## src/rtl/key_debounce_if.sv

```systemverilog
// Push-button signal bundle: raw key toward the debouncer, clean level and
// press/release strobes back toward the counter stage.
interface key_debounce_if;
  logic KEY;
  logic KEY_OUT;
  logic PULSE;
  logic REL_PULSE;

  modport master (
    output KEY,
    input  KEY_OUT,
    input  PULSE,
    input  REL_PULSE
  );

  modport slave (
    input  KEY,
    output KEY_OUT,
    output PULSE,
    output REL_PULSE
  );
endinterface

```

## src/rtl/key_debounce.sv

```systemverilog
// Push-button conditioner: two-flop synchroniser, then a 4-state debounce FSM
// that produces a clean level plus one-cycle press and release strobes.
module key_debounce #(
  parameter int DB_CYCLES = 20,
  parameter int CNT_W     = 5
) (
  input  logic           CLK,
  input  logic           RST,
  key_debounce_if.slave  bus
);

  typedef enum logic [1:0] {
    IDLE         = 2'd0,
    PRESS_WAIT   = 2'd1,
    PRESSED      = 2'd2,
    RELEASE_WAIT = 2'd3
  } state_e;

  localparam logic [CNT_W-1:0] CNT_LAST = CNT_W'(DB_CYCLES - 1);
  localparam logic [CNT_W-1:0] CNT_ONE  = CNT_W'(1);

  logic             s1_q, s1_d;
  logic             ks_q, ks_d;
  state_e           state_q, state_d;
  logic [CNT_W-1:0] cnt_q, cnt_d;
  logic             key_out_q, key_out_d;
  logic             pulse_q, pulse_d;
  logic             rel_pulse_q, rel_pulse_d;

  always_ff @(posedge CLK) begin
    if (RST) begin
      s1_q        <= 1'b0;
      ks_q        <= 1'b0;
      state_q     <= IDLE;
      cnt_q       <= '0;
      key_out_q   <= 1'b0;
      pulse_q     <= 1'b0;
      rel_pulse_q <= 1'b0;
    end else begin
      s1_q        <= s1_d;
      ks_q        <= ks_d;
      state_q     <= state_d;
      cnt_q       <= cnt_d;
      key_out_q   <= key_out_d;
      pulse_q     <= pulse_d;
      rel_pulse_q <= rel_pulse_d;
    end
  end

  // A bounce (ks disagreeing with the pending level) is tested before the
  // terminal count, so a glitch on the final cycle still cancels the change.
  always_comb begin
    s1_d        = bus.KEY;
    ks_d        = s1_q;
    state_d     = state_q;
    cnt_d       = cnt_q;
    key_out_d   = key_out_q;
    pulse_d     = 1'b0;
    rel_pulse_d = 1'b0;

    case (state_q)
      IDLE: begin
        key_out_d = 1'b0;
        if (ks_q) begin
          state_d = PRESS_WAIT;
          cnt_d   = '0;
        end
      end

      PRESS_WAIT: begin
        key_out_d = 1'b0;
        if (!ks_q) begin
          state_d = IDLE;
          cnt_d   = '0;
        end else if (cnt_q == CNT_LAST) begin
          state_d   = PRESSED;
          cnt_d     = '0;
          key_out_d = 1'b1;
          pulse_d   = 1'b1;
        end else begin
          cnt_d = cnt_q + CNT_ONE;
        end
      end

      PRESSED: begin
        key_out_d = 1'b1;
        if (!ks_q) begin
          state_d = RELEASE_WAIT;
          cnt_d   = '0;
        end
      end

      RELEASE_WAIT: begin
        key_out_d = 1'b1;
        if (ks_q) begin
          state_d = PRESSED;
          cnt_d   = '0;
        end else if (cnt_q == CNT_LAST) begin
          state_d     = IDLE;
          cnt_d       = '0;
          key_out_d   = 1'b0;
          rel_pulse_d = 1'b1;
        end else begin
          cnt_d = cnt_q + CNT_ONE;
        end
      end

      default: begin
        state_d   = IDLE;
        cnt_d     = '0;
        key_out_d = 1'b0;
      end
    endcase
  end

  assign bus.KEY_OUT   = key_out_q;
  assign bus.PULSE     = pulse_q;
  assign bus.REL_PULSE = rel_pulse_q;

  strobes_exclusive: assert property (@(posedge CLK) disable iff (RST)
    !(pulse_q && rel_pulse_q));

endmodule
```

## src/flat_wrapper.sv

```systemverilog
// flat-port wrapper written by rule: the top's interface ports become plain ports
module key_debounce_flat 
#(
  parameter int DB_CYCLES = 20,
  parameter int CNT_W     = 5
)
  (CLK, RST, bus_KEY, bus_KEY_OUT, bus_PULSE, bus_REL_PULSE);
  key_debounce_if bus_i ();
  input  logic CLK;
  input  logic RST;
  input wire logic [$bits(bus_i.KEY)-1:0] bus_KEY;
  output wire logic [$bits(bus_i.KEY_OUT)-1:0] bus_KEY_OUT;
  output wire logic [$bits(bus_i.PULSE)-1:0] bus_PULSE;
  output wire logic [$bits(bus_i.REL_PULSE)-1:0] bus_REL_PULSE;
  assign bus_i.KEY = bus_KEY;
  assign bus_KEY_OUT = bus_i.KEY_OUT;
  assign bus_PULSE = bus_i.PULSE;
  assign bus_REL_PULSE = bus_i.REL_PULSE;
  key_debounce #(.DB_CYCLES(DB_CYCLES), .CNT_W(CNT_W)) u_core (.CLK(CLK), .RST(RST), .bus(bus_i));
endmodule
```

## config.mk

```make
export PLATFORM = sky130hd
export DESIGN_NAME = key_debounce_flat
export DESIGN_NICKNAME = d
export VERILOG_FILES = /design/src/rtl/key_debounce_if.sv /design/src/rtl/key_debounce.sv /design/src/flat_wrapper.sv
export SDC_FILE = /design/constraint.sdc
export NUM_CORES = 1
export LEC_CHECK = 0
export BUFFER_PORTS_ARGS = -buffer_cell sky130_fd_sc_hd__buf_2
export CORE_AREA = 3 3 40 42
export CTS_BUF_LIST = sky130_fd_sc_hd__clkbuf_4
export DETAILED_ROUTE_END_ITERATION = 6
export DIE_AREA = 0 0 43 45
export GPL_TIMING_DRIVEN = 0
export HOLD_SLACK_MARGIN = 0.06
export SLEW_MARGIN = 20
export SYNTH_ARGS = -nofsm -noshare
export SYNTH_HDL_FRONTEND = slang
export SYNTH_SLANG_ARGS = --single-unit
```

## constraint.sdc

```tcl
create_clock -name CLK -period 1.3 [get_ports CLK]
set_input_delay 0.195 -clock CLK [delete_from_list [all_inputs] [get_ports CLK]]
set_output_delay 0.195 -clock CLK [all_outputs]
set_load 0.05 [all_outputs]
```

==> summary.md <==
| Metric | Value |
|---|---|
| Die ar. | `between 1500 and 2000 um^2` |
| Post-CTS Setup Bufs | `0` |
| Clock skew | `approximately 0.0012 ns` |
| Maxcap violations | `0` |
| Initial DRC count | `1` |
| Mean Syn Cell Area | `approximately 9.5 um^2` |
| GRT Total Usage | `about 11%` |
| Setup Slack @ Placement | `-0.140 ns` |
| Crit path from | `u_core.cnt_q[0]` |
| P_leak | `about 0.00023 uW` |
| H-tree levels | `1` |
| Pin count of the biggest net entering global routing | `11` |
| Status | `finished, final reports clean` |
| Root Driver | `clkbuf_4` |
| Antenna Cells | `0` |
| Final Hold Vio Count | `0` |
| Min-Delay Startpoint | `bus_KEY` |
| Max-slew headroom | `about 73%` |
| Seq cells post-synth | `12` |
| Die H | `45 um` |
| Boundary Pins | `6` |
| GR Overflow Total | `0` |
| DP HPWL | `between 500 and 600 um` |
| Most common cell after layout, fill and taps aside | `dfxtp_1` |
| Initial Util | `between 30% and 40%` |
| Drt pass-1 iters | `3` |
| CP Max Fanout | `4` |
| Clk buf depth | `2` |
| Clock-pin slew of the registers on the worst-case setup and hold paths | `around 0.070 ns` |
| Final setup fails | `0` |
| Area of the multi-input gates | `~290 um^2` |
| Vias in the first global route | `~380` |
| Reg-to-Reg Start | `u_core.cnt_q[0]` |
| RSZ-0062 raised after global routing | `false` |
| Crit Path Class | `reg -> reg` |
| PD cells | `just over 1000 nW/um^2` |
| Worst hold path depth | `2` |
| Worst hold endpoint | `u_core.ks_d` |
| Distinct cells, synth | `25` |
| Worst-Margin Slew | `0.410 ns` |
| Final Wtd Congestion | `approximately 0.77` |
| Tot Pwr | `~640 uW` |
| Cell Area, Synth | `502 um^2` |
| TritonCTS clock tree | `built` |
| Sink Count | `12` |
| Startpoint Class | `flop` |
| Final wirelength | `between 800 and 900 um` |
| CTS Buf Count | `3` |
| Crit path setup slack, layout | `around 0.090 ns` |
| VDD IR max | `about 0.53 mV` |
| Core area | `approximately 1300 um^2` |
| Worst reg2reg setup slack | `0.09 ns` |
| Via density | `~5.0` |
| # nets final | `67` |
| Commonest cells after routing, fill and taps aside | `dfxtp_1 (8), buf_2 (6), nand2_1 (5)` |
| Area grow syn2layout | `23.2%` |
| Period minus WS final | `roughly 1.2 ns` |
| CP Capture Type | `flop` |
| Post-synthesis sequential area ratio | `roughly 48%` |
| Post-route ant nets | `0` |
| Critical Path RT | `1.45 ns` |
| I/O Buffers | `5` |
| Worst reg-to-reg path cell count | `5` |
| Critical path arrival | `1.36 ns` |
| Via count | `382` |
| Final Slew Violations | `0` |
| Clk_lat worst skew | `roughly 0.27 ns` |
| First-pass GRT wire length | `~1500 um` |
| Routed WL per cell | `roughly 12 um` |
| Register area | `about 250 um^2` |
| Fin crit share | `approximately 93%` |
| Layout cells sized above 1 | `around 34%` |
| Cells after synthesis | `53` |
| YS warnings | `0` |
| DRC Markers | `0` |
| Die width | `approximately 43 um` |
| Layout fillers | `between 100 and 150` |
| CTS Hold Buffers Added | `0` |
| Worst Hold Class | `in -> reg` |
| # rows | `13` |
| Syn_nets | `57` |
| Fmax | `between 800 and 900 MHz` |
| Initial antenna violation count | `0` |
[stage by stage]
step           setup TNS, ns  hold WS [ns]  cells  util, %  cell area [um^2]
2_1_floorplan              0         0.323     53        -               502
3_3_place_gp          -0.423         0.411     73     42.5               546
3_5_place_dp          -0.513         0.425     73     42.5               546
4_1_cts                    0         0.130     77     46.2               593
5_1_grt                    0         0.150     77     48.1               618
6_report                   0         0.134     77     48.1               618
[synth_stat cells, drive strengths merged]
cell | number | area share (%)
xor2 | 1 | 3.2
nor4b | 2 | 3.5
nand2b | 1 | 1.2
nand2 | 5 | 3.7
o2bb2ai | 1 | 1.7
a311oi | 1 | 1.7
a22oi | 1 | 1.5
dfxtp | 12 | 48
xnor2 | 2 | 3.5
nand3b | 2 | 3.7
buf | 1 | 1.0
inv | 1 | 0.75
ha | 1 | 2.5
clkbuf | 1 | 0.75
a31oi | 1 | 1.2
a21oi | 2 | 2.0
mux2i | 1 | 2.0
nor2 | 4 | 3.0
nand3 | 2 | 2.0
nor2b | 4 | 5.0
nor3 | 1 | 1.0
o21bai | 1 | 1.5
nor3b | 1 | 1.5
o21ai | 4 | 4.0
[what timing repair did]
item / 4_1_cts / 5_1_grt
pin swaps: 0 / 1
endpoints found under the hold margin: 0 / 0
resized for setup: 5 / 8
cloned: 0 / 0
endpoints found under the setup margin: 5 / 6
[critical path, cell delays in order (launching register included)]
cell,delay (ns)
dfxtp_4,0.37
ha_4,0.14
nor2b_4,0.19
nand3_2,0.12
mux2i_1,0.21
nor2_1,0.05
[cell type report]
cell class,count,area share [%]
plain buffers,2,1.42
clock buffers,3,3.64
clock inverters,1,0.607
inverters,1,0.607
multi-input cells,38,46.6
flip-flops and latches,12,40.1
well taps,15,3.04
repair buffers,5,4.05
[worst max path at each step]
stage | to | cells after the start
after floorplan | flop | 5
after global placement | u_core.bus.KEY_OUT | 5
after detailed placement | u_core.bus.KEY_OUT | 5
after CTS | u_core.bus.KEY_OUT | 5
after global routing | u_core.bus.KEY_OUT | 5
final | flop | 5
[metal layers]
metal / track usage (%) / up-vias / share of wire, %
li1: - / 201 / -
met1: 10.7 / 168 / 47
met2: 16.5 / 9 / 45
met3: 7.17 / 4 / 5.7
met4: 12.0 / 0 / 2.4
met5: 0 / - / 0
[state kept, by name, indices dropped and copies added (netlist names), named ones only]
register and count:
u_core.bus.PULSE 1, u_core.ks_q 1, u_core.bus.KEY_OUT 1, u_core.cnt_q 5, u_core.state_q 1, u_core.bus.REL_PULSE 1
u_core.ks_d 1
[cell families after synthesis]
| group | share of synthesized area (%) |
|---|---|
| AND/OR/NAND/NOR | 24.7 |
| flip-flops | 47.9 |
| AO/OA/AOI/OAI | 13.7 |
| XOR/XNOR | 6.73 |
| buffers and inverters | 2.49 |
| multiplexers | 2.00 |
| adder cells (fa/ha/maj) | 2.49 |
[power breakdown]
| part | leakage, uW | internal (uW) | total (uW) | switching [uW] |
|---|---|---|---|---|
| clock | 0.0000154 | 111 | 237 | 126 |
| combinational | 0.000111 | 11.9 | 26.4 | 14.5 |
| sequential | 0.0000994 | 369 | 372 | 3.09 |
(Power assumes the default switching activity.)
